--- src/rtl/sram_like_arbiter_pkg.sv ---
// Shared IDs, default depth and request bundle for the sram-like port arbiter.
// Requester ID encoding: 0 = instruction fetch, 1 = MEM-stage data.
package sram_like_arbiter_pkg;

   localparam logic ARB_ID_INST = 1'b0;
   localparam logic ARB_ID_DATA = 1'b1;
   localparam int   DEFAULT_MAX_OUTSTANDING = 4;

   typedef struct packed {
      logic        wr;
      logic [1:0]  size;
      logic [3:0]  wstrb;
      logic [31:0] addr;
      logic [31:0] wdata;
      logic        cached;
   } sram_req_t;

   // Unlocked grant choice; prefer_inst only matters when both requesters contend.
   function automatic logic pick_id(input logic inst_req, input logic data_req,
                                    input logic prefer_inst);
      if (inst_req && data_req) return prefer_inst ? ARB_ID_INST : ARB_ID_DATA;
      return data_req ? ARB_ID_DATA : ARB_ID_INST;
   endfunction

endpackage

--- src/rtl/sram_like_arbiter_arb_id_fifo.sv ---
// arb_id_fifo: 1-bit synchronous FIFO holding the owner ID of each accepted request.
// Pointers wrap modulo DEPTH; count distinguishes full from empty.
module arb_id_fifo
   import sram_like_arbiter_pkg::*;
#(
   parameter int DEPTH = DEFAULT_MAX_OUTSTANDING
) (
   input  logic clk,
   input  logic resetn,
   input  logic push,
   input  logic pop,
   input  logic din,
   output logic dout,
   output logic full,
   output logic empty
);

   localparam int PTR_W = (DEPTH > 1) ? $clog2(DEPTH) : 1;
   localparam int CNT_W = $clog2(DEPTH + 1);
   localparam logic [PTR_W-1:0] PTR_LAST = PTR_W'(DEPTH - 1);
   localparam logic [CNT_W-1:0] CNT_FULL = CNT_W'(DEPTH);

   logic [DEPTH-1:0] mem_q;
   logic [PTR_W-1:0] wr_ptr_q, wr_ptr_d;
   logic [PTR_W-1:0] rd_ptr_q, rd_ptr_d;
   logic [CNT_W-1:0] cnt_q, cnt_d;
   logic             do_push, do_pop;

   function automatic logic [PTR_W-1:0] ptr_inc(input logic [PTR_W-1:0] p);
      return (p == PTR_LAST) ? '0 : p + 1'b1;
   endfunction

   assign full    = (cnt_q == CNT_FULL);
   assign empty   = (cnt_q == '0);
   assign do_push = push & ~full;
   assign do_pop  = pop & ~empty;
   assign dout    = mem_q[rd_ptr_q];

   always_comb begin
      wr_ptr_d = wr_ptr_q;
      rd_ptr_d = rd_ptr_q;
      cnt_d    = cnt_q;
      if (do_push) wr_ptr_d = ptr_inc(wr_ptr_q);
      if (do_pop)  rd_ptr_d = ptr_inc(rd_ptr_q);
      case ({do_push, do_pop})
         2'b10:   cnt_d = cnt_q + 1'b1;
         2'b01:   cnt_d = cnt_q - 1'b1;
         default: cnt_d = cnt_q;
      endcase
   end

   always_ff @(posedge clk) begin
      if (!resetn) begin
         wr_ptr_q <= '0;
         rd_ptr_q <= '0;
         cnt_q    <= '0;
      end else begin
         wr_ptr_q <= wr_ptr_d;
         rd_ptr_q <= rd_ptr_d;
         cnt_q    <= cnt_d;
      end
   end

   // Storage carries no reset: an entry is only read after it has been pushed.
   always_ff @(posedge clk) begin
      if (do_push) mem_q[wr_ptr_q] <= din;
   end

endmodule

--- src/rtl/sram_like_arbiter.sv ---
// Arbitrates one sram-like memory port between inst and data requesters, routing data_ok in order.
// Optional build macro SRAM_ARB_RR_EN: round-robin on contention instead of data-over-inst priority.
module sram_like_arbiter
   import sram_like_arbiter_pkg::*;
#(
   parameter int MAX_OUTSTANDING = DEFAULT_MAX_OUTSTANDING
) (
   input  logic        clk,
   input  logic        resetn,
   input  logic        inst_req,
   input  logic        inst_wr,
   input  logic        inst_cached,
   input  logic [1:0]  inst_size,
   input  logic [3:0]  inst_wstrb,
   input  logic [31:0] inst_addr,
   input  logic [31:0] inst_wdata,
   output logic        inst_addr_ok,
   output logic        inst_data_ok,
   output logic [31:0] inst_rdata,
   input  logic        data_req,
   input  logic        data_wr,
   input  logic        data_cached,
   input  logic [1:0]  data_size,
   input  logic [3:0]  data_wstrb,
   input  logic [31:0] data_addr,
   input  logic [31:0] data_wdata,
   output logic        data_addr_ok,
   output logic        data_data_ok,
   output logic [31:0] data_rdata,
   output logic        mem_req,
   output logic        mem_wr,
   output logic        mem_cached,
   output logic [1:0]  mem_size,
   output logic [3:0]  mem_wstrb,
   output logic [31:0] mem_addr,
   output logic [31:0] mem_wdata,
   input  logic        mem_addr_ok,
   input  logic        mem_data_ok,
   input  logic [31:0] mem_rdata
);

   logic      locked_q, locked_d;
   logic      locked_id_q, locked_id_d;
   logic      grant_id, prefer_inst, granted_req;
   logic      push, pop;
   logic      fifo_full, fifo_empty, head_id;
   sram_req_t inst_r, data_r, sel_r;

`ifdef SRAM_ARB_RR_EN
   logic last_grant_q;

   assign prefer_inst = (last_grant_q == ARB_ID_DATA);

   always_ff @(posedge clk) begin
      if (!resetn)   last_grant_q <= ARB_ID_INST;
      else if (push) last_grant_q <= grant_id;
   end
`else
   assign prefer_inst = 1'b0;
`endif

   // A stalled request keeps the port until addr_ok so its fields stay stable downstream.
   assign grant_id    = locked_q ? locked_id_q : pick_id(inst_req, data_req, prefer_inst);
   assign granted_req = (grant_id == ARB_ID_DATA) ? data_req : inst_req;

   assign inst_r = {inst_wr, inst_size, inst_wstrb, inst_addr, inst_wdata, inst_cached};
   assign data_r = {data_wr, data_size, data_wstrb, data_addr, data_wdata, data_cached};
   assign sel_r  = (grant_id == ARB_ID_DATA) ? data_r : inst_r;

   assign mem_req    = granted_req & ~fifo_full & resetn;
   assign mem_wr     = sel_r.wr;
   assign mem_size   = sel_r.size;
   assign mem_wstrb  = sel_r.wstrb;
   assign mem_addr   = sel_r.addr;
   assign mem_wdata  = sel_r.wdata;
   assign mem_cached = sel_r.cached;

   assign push = mem_req & mem_addr_ok;
   assign pop  = mem_data_ok;

   assign inst_addr_ok = push & (grant_id == ARB_ID_INST);
   assign data_addr_ok = push & (grant_id == ARB_ID_DATA);
   assign inst_data_ok = mem_data_ok & ~fifo_empty & (head_id == ARB_ID_INST);
   assign data_data_ok = mem_data_ok & ~fifo_empty & (head_id == ARB_ID_DATA);
   assign inst_rdata   = mem_rdata;
   assign data_rdata   = mem_rdata;

   always_comb begin
      locked_d    = locked_q;
      locked_id_d = locked_id_q;
      if (mem_req && !mem_addr_ok) begin
         locked_d    = 1'b1;
         locked_id_d = grant_id;
      end else if (push) begin
         locked_d    = 1'b0;
      end
   end

   always_ff @(posedge clk) begin
      if (!resetn) locked_q <= 1'b0;
      else         locked_q <= locked_d;
   end

   always_ff @(posedge clk) begin
      locked_id_q <= locked_id_d;
   end

   arb_id_fifo #(
      .DEPTH (MAX_OUTSTANDING)
   ) u_id_fifo (
      .clk    (clk),
      .resetn (resetn),
      .push   (push),
      .pop    (pop),
      .din    (grant_id),
      .dout   (head_id),
      .full   (fifo_full),
      .empty  (fifo_empty)
   );

`ifndef SYNTHESIS
   always_ff @(posedge clk) begin
      if (resetn && mem_data_ok && fifo_empty)
         $display("sram_like_arbiter: stray mem_data_ok with empty ID queue dropped at %0t", $time);
      if (resetn && locked_q)
         assert (granted_req)
         else $error("sram_like_arbiter: requester withdrew req while its grant was locked");
   end
`endif

endmodule

--- config.mk ---
export PLATFORM = sky130hd
export DESIGN_NAME = sram_like_arbiter
export DESIGN_NICKNAME = d
export VERILOG_FILES = /design/src/rtl/sram_like_arbiter_pkg.sv /design/src/rtl/sram_like_arbiter_arb_id_fifo.sv /design/src/rtl/sram_like_arbiter.sv
export SDC_FILE = /design/constraint.sdc
export NUM_CORES = 1
export LEC_CHECK = 0
export ABC_CLOCK_PERIOD_IN_PS = 2200
export CAP_MARGIN = 40
export CORE_AREA = 2 2 124 126
export CTS_CLUSTER_DIAMETER = 80
export DETAILED_ROUTE_END_ITERATION = 12
export DIE_AREA = 0 0 126 128
export HOLD_SLACK_MARGIN = 0.02
export PLACE_DENSITY = 0.6
export SLEW_MARGIN = 10
export SYNTH_ARGS = -nofsm -noshare
export SYNTH_HDL_FRONTEND = slang
export SYNTH_SLANG_ARGS = --single-unit
--- constraint.sdc ---
create_clock -name clk -period 2.2 [get_ports clk]
set_clock_uncertainty 0.2 [all_clocks]
set_input_delay 0.22 -clock clk [delete_from_list [all_inputs] [get_ports clk]]
set_output_delay 0.22 -clock clk [all_outputs]
set_load 0.02 [all_outputs]
==> Yosys cells after proc, flatten, opt, wreduce, memory -nomap -nowiden <==
Index checks and enable logic that the tools add are counted.
{ "op_classes": {"addsub": 4, "n_lt_le_gt_ge": 3, "eq_ne": 5, "n_mux": 17, "n_bitwise": 13, "reduce_logical": 7} }
{ "ops": {"columns": ["op", "n"], "rows": [
  ["72-bit two-way mux", 1],
  ["1-bit two-way mux", 10],
  ["1-bit bitwise AND", 9],
  ["2-bit equality test (second input constant)", 3],
  ["2-bit by 3-bit < comparator with 1-bit output (second input constant)", 2],
  ["3-bit one-hot mux with 2 select lines", 1],
  ["2-bit by 1-bit adder with 2-bit output (second input constant)", 2],
  ["4-bit bitwise mux", 1],
  ["2-bit two-way mux", 2],
  ["1-bit inverter", 4],
  ["2-bit nonzero test", 2],
  ["3-bit by 1-bit adder with 3-bit output (second input constant)", 1],
  ["3-bit equality test (second input constant)", 1],
  ["1-bit logical AND", 3],
  ["3-bit zero test", 1],
  ["3-bit by 1-bit subtractor with 3-bit output (second input constant)", 1],
  ["1-bit binary-select mux with 2-bit select", 1],
  ["1-bit demux with 2-bit select", 1],
  ["2-bit by 1-bit equality test with 1-bit output (second input constant)", 1],
  ["2-bit by 1-bit greater-or-equal comparator with 1-bit output (second input constant)", 1],
  ["1-bit zero test", 1]
]} }
{ "word_totals": {"reg_bits": 13, "input_bits": 182, "out_inout_bits": 141, "word_cells": 55} }

==> Depth between registers and ports, before layout <==
Gate-level depths: netlist (run 1).
{ "logic_depth": {"ltp_word": 11, "depth_mapped": 10, "ltp_nobuf": 10} }

==> Cells and area by module <==
From an unflattened synthesis (run 1), not the netlist that was laid out.
{ "hier_totals": {"hier_cells": 221, "hier_area_um2": 2128.3} }
{ "by_module_without_submodules": {"columns": ["module", "instances", "cells_each", "area_each_um2", "seq_area_each_um2"], "rows": [
  ["sram_like_arbiter", 1, 162, 1531.5, 50.0],
  ["arb_id_fifo", 1, 59, 596.8, 260.2]
]} }

==> Least setup slack after synthesis (run 1) <==
No wires, ideal clock.
{ "synth_path": {"path_kind": "reg2reg", "startpoint": "register locked_id_q", "endpoint": "register u_id_fifo.cnt_q[2]", "setup_time_ns": 0.076, "t_arrival_ns": 1.952, "t_required_ns": 1.924, "setup_slack_ns": -0.028, "path_stages_with_launch": 11, "n_path_buf": 0, "period_less_slack_ns": 2.228, "path_cell_list": "edfxtp_1 -> mux2i_1 -> nand2_1 -> o211a_1 -> inv_1 -> ha_1 -> inv_1 -> fa_1 -> xor2_1 -> or3_1 -> a21boi_0"} }
{ "synth_between": {"elab_chain_len": 8, "elab_cells_between_ends": 10, "classes_between": "eq/ne (2); mux (3); bitwise (4); reduce/logical (1)"} }
{ "synth_lines": {"columns": ["item", "line", "rtl"], "rows": [
  ["start, declared", "sram_like_arbiter.sv:43", "logic locked_id_q, locked_id_d;"],
  ["start signal, assigned", "sram_like_arbiter.sv:105", "locked_id_q <= locked_id_d;"],
  ["1-bit two-way mux (*)", "sram_like_arbiter.sv:63", "assign grant_id = locked_q ? locked_id_q : pick_id(inst_req, data_req, prefer_inst);"],
  ["1-bit two-way mux (*)", "sram_like_arbiter.sv:64", "assign granted_req = (grant_id == ARB_ID_DATA) ? data_req : inst_req;"],
  ["1-bit bitwise AND (*) (2 in series)", "sram_like_arbiter.sv:70", "assign mem_req = granted_req & ~fifo_full & resetn;"],
  ["1-bit bitwise AND (*)", "sram_like_arbiter.sv:78", "assign push = mem_req & mem_addr_ok;"],
  ["1-bit bitwise AND (*)", "sram_like_arbiter_arb_id_fifo.sv:35", "assign do_push = push & ~full;"],
  ["2-bit by 1-bit equality test with 1-bit output / 2-bit equality test (equally long branches)", "sram_like_arbiter_arb_id_fifo.sv:45", "case ({do_push, do_pop})"],
  ["3-bit one-hot mux with 2 select lines / 2-bit nonzero test (equally long branches)", null, null],
  ["end signal, assigned", "sram_like_arbiter_arb_id_fifo.sv:60", "cnt_q <= cnt_d;"],
  ["end, declared", "sram_like_arbiter_arb_id_fifo.sv:26", "logic [CNT_W-1:0] cnt_q, cnt_d;"]
]} }
Mark *: on every way between the ends. The rest lies on a longest branch, timed or not.
A chain may end at the register's enable or synchronous reset.

==> Worst setup path in the final report (run 1) <==
{ "layout_path": {"startpoint": "register locked_id_q", "endpoint": "output port mem_wdata[31]"} }
{ "layout_between": {"elab_chain_len": 2} }
{ "layout_lines": {"columns": ["item", "line", "rtl"], "rows": [
  ["1-bit two-way mux", "sram_like_arbiter.sv:63", null],
  ["72-bit two-way mux", "sram_like_arbiter.sv:68", "assign sel_r = (grant_id == ARB_ID_DATA) ? data_r : inst_r;"],
  ["end, declared", "sram_like_arbiter.sv:36", "output logic [31:0] mem_wdata,"]
]} }
No other way between the ends.

==> impl_metrics.yaml, run 1 <==
status:
  status: "complete, but fails checks"
  failed_checks: "negative setup slack"
drt:
  avgViaCountPerCell: 3.854
  ant_nets: 0
  route.final.wire_length_um: 12160
  drt-wirelength-per-cell_um: 19.77
  drcViolationCount: 0
  drt-initial-drc-count: 42
  detail_route.first_pass.iterations: 4
  detailroute.via_count: 2370
global_route:
  global_route.overflow_total: 0
  grt_use_total_pct: 13.12
  via_count_of_the_first_global_routing_pass: 2427
  grt_start_max_net_pins: 19
  grt_first_pass_wirelength_um: 15550
  antenna_found_initial: 0
place:
  place_area_um2: 4466
  port_buffers: 226
  dp_hpwl_um: 10130
  routability_congestion: 0.8076
finish:
  finalInstanceArea_um2: 4991
  seqCellArea_um2: 311.5
  antenna_cells: 0
  post_route_cells_drive_above_1_share_pct: 49.18
  flow.area_growth_from_synthesis_pct: 114.0
  layout.nets: 617
  multi_input_comb_area_um2: 1498
  num-fill-cells: 1499
die:
  initial_utilization_pct: 15.69
  core_box_area_um2: 14860
  io_pins: 323
  dieHeight_um: 128
  die_area_um2: 16130
  die_x_um: 126
  num_rows: 45
setup_path:
  rr_worst_depth: 10
  critical_path.slowest_cell: "sky130_fd_sc_hd__edfxtp_1"
  worst-setup-path-type: "flop to primary output"
  cp_common_cell: "sky130_fd_sc_hd__buf_6"
  end_kind: "primary output"
  slowest_delay_ns: 0.44
  reg2reg_setup_slack_ns: -0.10
  critical_path_peak_fanout: 9
  worst-endpoint-arrival_ns: 1.89
  data_required_time_of_the_worst_path_ns: 1.78
  timing.critical_path.cells: "mux2i_4 -> clkbuf_16 -> buf_16 -> buf_6 -> mux2_4 -> buf_6"
  reg2reg_from: "locked_id_q"
  crit_path_start_kind: "flop"
  worst_reg2reg_path_endpoint: "u_id_fifo.cnt_q[2]"
clocking:
  ctsLongestPathBuffers: 2
  clkSinkCount: 13
  clk_latency_ns: 0.24
  cts-buffers-inserted: 3
  postCtsHoldBufs: 0
  clk_root_buffer_cell: "sky130_fd_sc_hd__clkbuf_16"
  cts_tree: "yes"
  cts_htree_levels: 1
  worst_setup_hold_path_clk_slew_ns: 0.05
min_path:
  timing.hold.worst_path_depth: 0
  hold_path.class: "primary input to primary output"
  hold_path.startpoint: "mem_rdata[2]"
  min_to: "data_rdata[2]"
power:
  cell_internal_pwr_mw: 1.619
  post-layout-total-power_mw: 2.499
  sw_frac_of_total_pct: 35.22
  seqPwrFrac_pct: 12.8
  power.static_leakage_nw: 2.318
  ir_worst_vdd_mv: 0.2335
  pwr_density_cell_nw_per_um2: 500.6
  power.combinational.fraction_pct: 73.5
  clock_power_share_pct: 13.7
  total_switching_power_mw: 0.8800
synth:
  synth.cell_area_um2: 2332
  synth_fp_nets: 406
  ys_ff_latch: 13
  synth_area_leader_cell: "sky130_fd_sc_hd__mux2_4"
  synth_area_leaders: "sky130_fd_sc_hd__mux2_4 (37%), sky130_fd_sc_hd__buf_4 (21%), sky130_fd_sc_hd__dfxtp_1 (6.9%)"
  synthDominantCellAreaShare_pct: 37.34
  synth_warnings: 0
  postSynthAreaPerCell_um2: 10.75
  synth.distinct_cells: 29
  register_area_share_after_synthesis_pct: 13.30
  syn-instance-count: 217
sta:
  rsz0062_at_grt: "true"
  period_minus_slack_ns: 2.312
  slew-limit-headroom_pct: 80.98
  hold_violations: 0
  min_period_over_period_pct: 105.1
  slew_violations: 0
  setup_slack_ns: -0.1125
  tightestPinTransition_ns: 0.2793
  setup-violations-final: 46
  max_freq_ghz: 0.4324
job:
  max-cap-violations: 0
==> routing by layer <==
metal / vias to the layer above / share of wire [%] / global-route usage [%]
li1: 1098 / - / -
met1: 1051 / 41 / 16.94
met2: 216 / 42 / 18.91
met3: 5 / 16 / 8.306
met4: 0 / 0.46 / 1.745
met5: - / 0 / 0
==> cell type report <==
type	count	area share, %
Sequential cell	13	6.242
Timing Repair Buffer	279	56.78
Inverter	9	0.6769
Tap cell	188	4.713
Multi-Input combinational cell	122	30.01
Clock buffer	4	1.579
==> stage by stage <==
stage	TNS (ns)	std cells	util [%]	setup WS, ns	hold slack [ns]
after floorplan	0	217	-	0.02920	0.2134
final	-2.549	615	33.58	-0.1125	0.2400
after detailed placement	-20.24	585	30.04	-0.4141	0.2402
after global placement	-19.38	585	30.04	-0.4039	0.2402
after CTS	-2.152	594	30.57	-0.1179	0.2402
after global routing	-6.576	615	33.58	-0.2403	0.2402
==> registers in the layout, indices dropped and copies added, names as in the netlist <==
register	cells
u_id_fifo.mem_q	4
u_id_fifo.cnt_q	3
u_id_fifo.rd_ptr_q	2
u_id_fifo.wr_ptr_q	2
locked_id_q	1
locked_q	1
==> cell families (layout without fill, tap and decap cells) <==
family / Yosys count / count (layout) / share of synthesized area (%)
simple gates: 26 / 26 / 5.847
flops: 13 / 13 / 13.30
buf+inv: 82 / 292 / 25.64
xor+xnor: 2 / 2 / 0.7512
mux: 78 / 78 / 47.21
compound gates: 9 / 9 / 3.165
fa+ha+maj: 7 / 7 / 4.077
==> cells in the mapped netlist, drive strengths merged <==
master / instances
a21boi: 1
and3: 4
nor2b: 4
o211a: 2
mux2i: 5
xor2: 1
edfxtp: 5
nand2: 6
clkbuf: 1
mux4: 1
nand3: 2
fa: 1
nor3: 1
dfxtp: 8
o31ai: 1
mux2: 72
buf: 72
a21oi: 3
o21ai: 2
or3: 1
nor2: 3
inv: 9
and2: 5
xnor2: 1
ha: 6
==> worst max-delay path: cells and delay by family (launching register included) <==
| kind | cells | cell delay (ns) |
|---|---|---|
| buf+inv | 4 | 0.61 |
| flops | 1 | 0.44 |
| mux | 2 | 0.58 |
==> placed cells by master, fill, tap and decap left out, drive strengths merged, types with 5 or more instances in the layout <==
| cell | n |
|---|---|
| and2 | 5 |
| buf | 116 |
| clkbuf | 14 |
| clkdlybuf4s50 | 147 |
| dfxtp | 8 |
| dlygate4sd2 | 5 |
| edfxtp | 5 |
| ha | 6 |
| inv | 9 |
| mux2 | 72 |
| mux2i | 5 |
| nand2 | 6 |
==> worst max path at each step <==
| stage | from | endpoint | slack [ns] | depth (start not counted) |
|---|---|---|---|---|
| 6_report | locked_id_q | mem_wdata[31] | -0.11 | 6 |
| 5_1_grt | locked_id_q | u_id_fifo.cnt_q[2] | -0.24 | 10 |
| 4_1_cts | locked_id_q | mem_addr[14] | -0.12 | 5 |
| 3_5_place_dp | data_req | u_id_fifo.cnt_q[2] | -0.41 | 11 |
| 3_3_place_gp | data_req | mem_wdata[19] | -0.40 | 6 |
| 2_1_floorplan | locked_id_q | u_id_fifo.cnt_q[2] | 0.03 | 10 |
==> timing repair <==
| action | in CTS | in global routing |
|---|---|---|
| resized for setup | 186 | 152 |
| pin swaps | 2 | 1 |
| cloned | 0 | 3 |
| setup buffers | 5 | 18 |
| endpoints found under the setup margin | 76 | 53 |
==> power groups by stage <==
stage | sequential [mW] | combinational [mW] | clock [mW]
floorplan | 0.332 | 0.954 | 0
global route | 0.327 | 1.95 | 0.364
CTS | 0.320 | 1.60 | 0.350
global placement | 0.322 | 1.60 | 0
finish | 0.320 | 1.84 | 0.342
detailed placement | 0.323 | 1.62 | 0
No activity file was read; power rests on OpenSTA's default activity.
==> run 2, diff against run 1 <==
Settings changed: CORE_AREA 2 2 124 126 to 2 2 127 129, DIE_AREA 0 0 126 128 to 0 0 129 131, DONT_BUFFER_PORTS from default to 1, PLACE_DENSITY 0.6 to 0.3.
==> impl_metrics.yaml, run 2 (synthesized netlist as in run 1, its figures left out) <==
status:
  status: "complete, but fails checks"
  failed_checks: "negative setup slack"
finish:
  reg_top3: "u_id_fifo.mem_q x4, u_id_fifo.cnt_q x3"
  multi_input_comb_area_um2: 1483
  finalInstanceArea_um2: 2491
  fraction_of_the_core_area_covered_by_cells_at_the_end_of_the_flow_pct: 15.97
  mostFrequentLayoutCells: "sky130_fd_sc_hd__mux2_4 (69), sky130_fd_sc_hd__buf_4 (14), sky130_fd_sc_hd__dfxtp_1 (8)"
  antenna_cells: 0
  commonest_non_fill_non_tap_cell_in_the_layout: "sky130_fd_sc_hd__mux2_4"
  largest_register_ff_count: 4
  seqCellArea_um2: 310.3
  flow.area_growth_from_synthesis_pct: 6.813
  post_layout_nonfiller_instances: 389
  largest_register: "u_id_fifo.mem_q"
  post_route_cells_drive_above_1_share_pct: 60.69
  num-fill-cells: 1724
  layout.nets: 363
min_path:
  hold_path.class: "primary input to flop"
die:
  io_pins: 323
  num_rows: 46
  die_x_um: 129
  dieHeight_um: 131
  initial_utilization_pct: 14.95
  die_area_um2: 16900
  core_box_area_um2: 15600
sta:
  hold_worst_slack_ns: 0.06314
  finalSetupTns_ns: -0.01179
  rsz0062_at_grt: "true"
  min_period_over_period_pct: 100.5
  max_freq_ghz: 0.4521
  slew_violations: 0
  setup-violations-final: 1
  tightestPinTransition_ns: 0.4212
  slew-limit-headroom_pct: 71.86
  period_minus_slack_ns: 2.212
  setup_slack_ns: -0.01179
  hold_violations: 0
power:
  ir_worst_vdd_mv: 0.3894
  pwr_density_cell_nw_per_um2: 712.3
  post-layout-total-power_mw: 1.774
  power.static_leakage_nw: 1.114
place:
  dp_hpwl_um: 7645
  routability_congestion: 0.6904
  pre_cts_ws_ns: -0.03539
  placed_instances: 373
  place_area_um2: 2191
  port_buffers: 0
global_route:
  gr_layer_usage_met1_pct: 8.329
  grt_use_met3_pct: 12.26
  grt_first_pass_wirelength_um: 10130
  global_route.overflow_total: 0
  grt_use_total_pct: 8.975
  gr-max-usage-layer: "met2"
  globalRouteMet2Util_pct: 12.42
  via_count_of_the_first_global_routing_pass: 1375
  grt_start_max_net_pins: 17
  antenna_found_initial: 0
setup_path:
  worst-setup-path-type: "flop to flop"
  worst-endpoint-arrival_ns: 2.19
  end_kind: "flop"
  data_required_time_of_the_worst_path_ns: 2.18
  worst_reg2reg_path_endpoint: "u_id_fifo.cnt_q[2]"
  rr_worst_depth: 10
  reg2reg_from: "locked_id_q"
  timing.critical_path.to: "u_id_fifo.cnt_q[2]"
  critical_path.startpoint: "locked_id_q"
  crit_path_start_kind: "flop"
  reg2reg_setup_slack_ns: -0.01
  critical_path.slowest_cell: "sky130_fd_sc_hd__edfxtp_1"
  slowest_delay_ns: 0.40
  timing.critical_path.cells: "mux2i_1 -> nand2_1 -> o211a_1 -> inv_1 -> ha_2 -> inv_2 -> fa_2 -> xor2_1 -> or3_1 -> a21boi_1"
  critical_path_peak_fanout: 2
clocking:
  clkSinkCount: 13
  cts_tree: "yes"
  clk_root_buffer_cell: "sky130_fd_sc_hd__clkbuf_16"
  cts-buffers-inserted: 3
  clk_latency_ns: 0.24
  ctsLongestPathBuffers: 2
  cts_htree_levels: 1
  worst_setup_hold_path_clk_slew_ns: 0.05
drt:
  detailroute.via_count: 1418
  detail_route.first_pass.iterations: 3
  ant_nets: 0
  drcViolationCount: 0
  drt-wirelength-per-cell_um: 22.78
  route.final.wire_length_um: 8860
  avgViaCountPerCell: 3.645
  drt-initial-drc-count: 30
job:
  max-cap-violations: 0
-- run 2: cell count changes in the layout (fill, tap and decap cells not counted), sizes merged --
cell | before | now
clkbuf | 14 | 6
dlygate4sd3 | 0 | 2
dlygate4sd2 | 5 | 0
buf | 116 | 21
clkdlybuf4s50 | 147 | 0
dlymetal6s2s | 1 | 0
-- run 2: metal layers --
layer / vias up / part of all wire (%)
met5: - / 0
met4: 0 / 0.090
met3: 3 / 28
met2: 181 / 41
met1: 638 / 31
li1: 596 / -
-- run 2: worst min path at each step --
| stage | start | end | slack (ns) | cells past startpoint |
|---|---|---|---|---|
| floorplan | mem_addr_ok | locked_id_q | 0.21 | 1 |
| global placement | resetn | u_id_fifo.cnt_q[1] | 0.15 | 1 |
| detailed placement | resetn | u_id_fifo.cnt_q[1] | 0.15 | 1 |
| CTS | mem_addr_ok | u_id_fifo.mem_q[1] | 0.07 | 1 |
| global route | mem_addr_ok | u_id_fifo.mem_q[1] | 0.08 | 1 |
| finish | mem_addr_ok | u_id_fifo.wr_ptr_q[1] | 0.06 | 2 |
-- run 2: what timing repair did --
action	in CTS	in global routing
setup endpoints to repair	51	60
gates cloned	2	2
setup buffers	6	2
hold buffers	2	0
pin swaps	1	1
gates resized for setup	3	17
hold endpoints to repair	9	0
-- run 2: worst max-delay path, delay by kind of cell (launching register included) --
family,cells,cell delay [ns]
AOI/OAI and AO/OA,2,0.26
xor gates and xnor gates,1,0.15
adders and majority gates,2,0.49
buffers and inverters,2,0.10
DFF,1,0.40
muxes,1,0.17
and+or+nand+nor,2,0.38
-- run 2: where the power goes --
group          leakage, nW  switching (mW)  total [mW]  internal (mW)
registers            0.111          0.0279       0.318          0.290
clock network       0.0382          0.0985       0.343          0.244
logic                0.965           0.595        1.11          0.518
total                 1.11           0.722        1.77           1.05
-- run 2: area by class of cell --
cell class                      instances  area share, %
Tap cell                              216          10.85
Clock buffer                            4          3.164
Multi-Input combinational cell        122          59.52
Inverter                                9          1.356
Timing Repair Buffer                   25          12.66
Sequential cell                        13          12.46
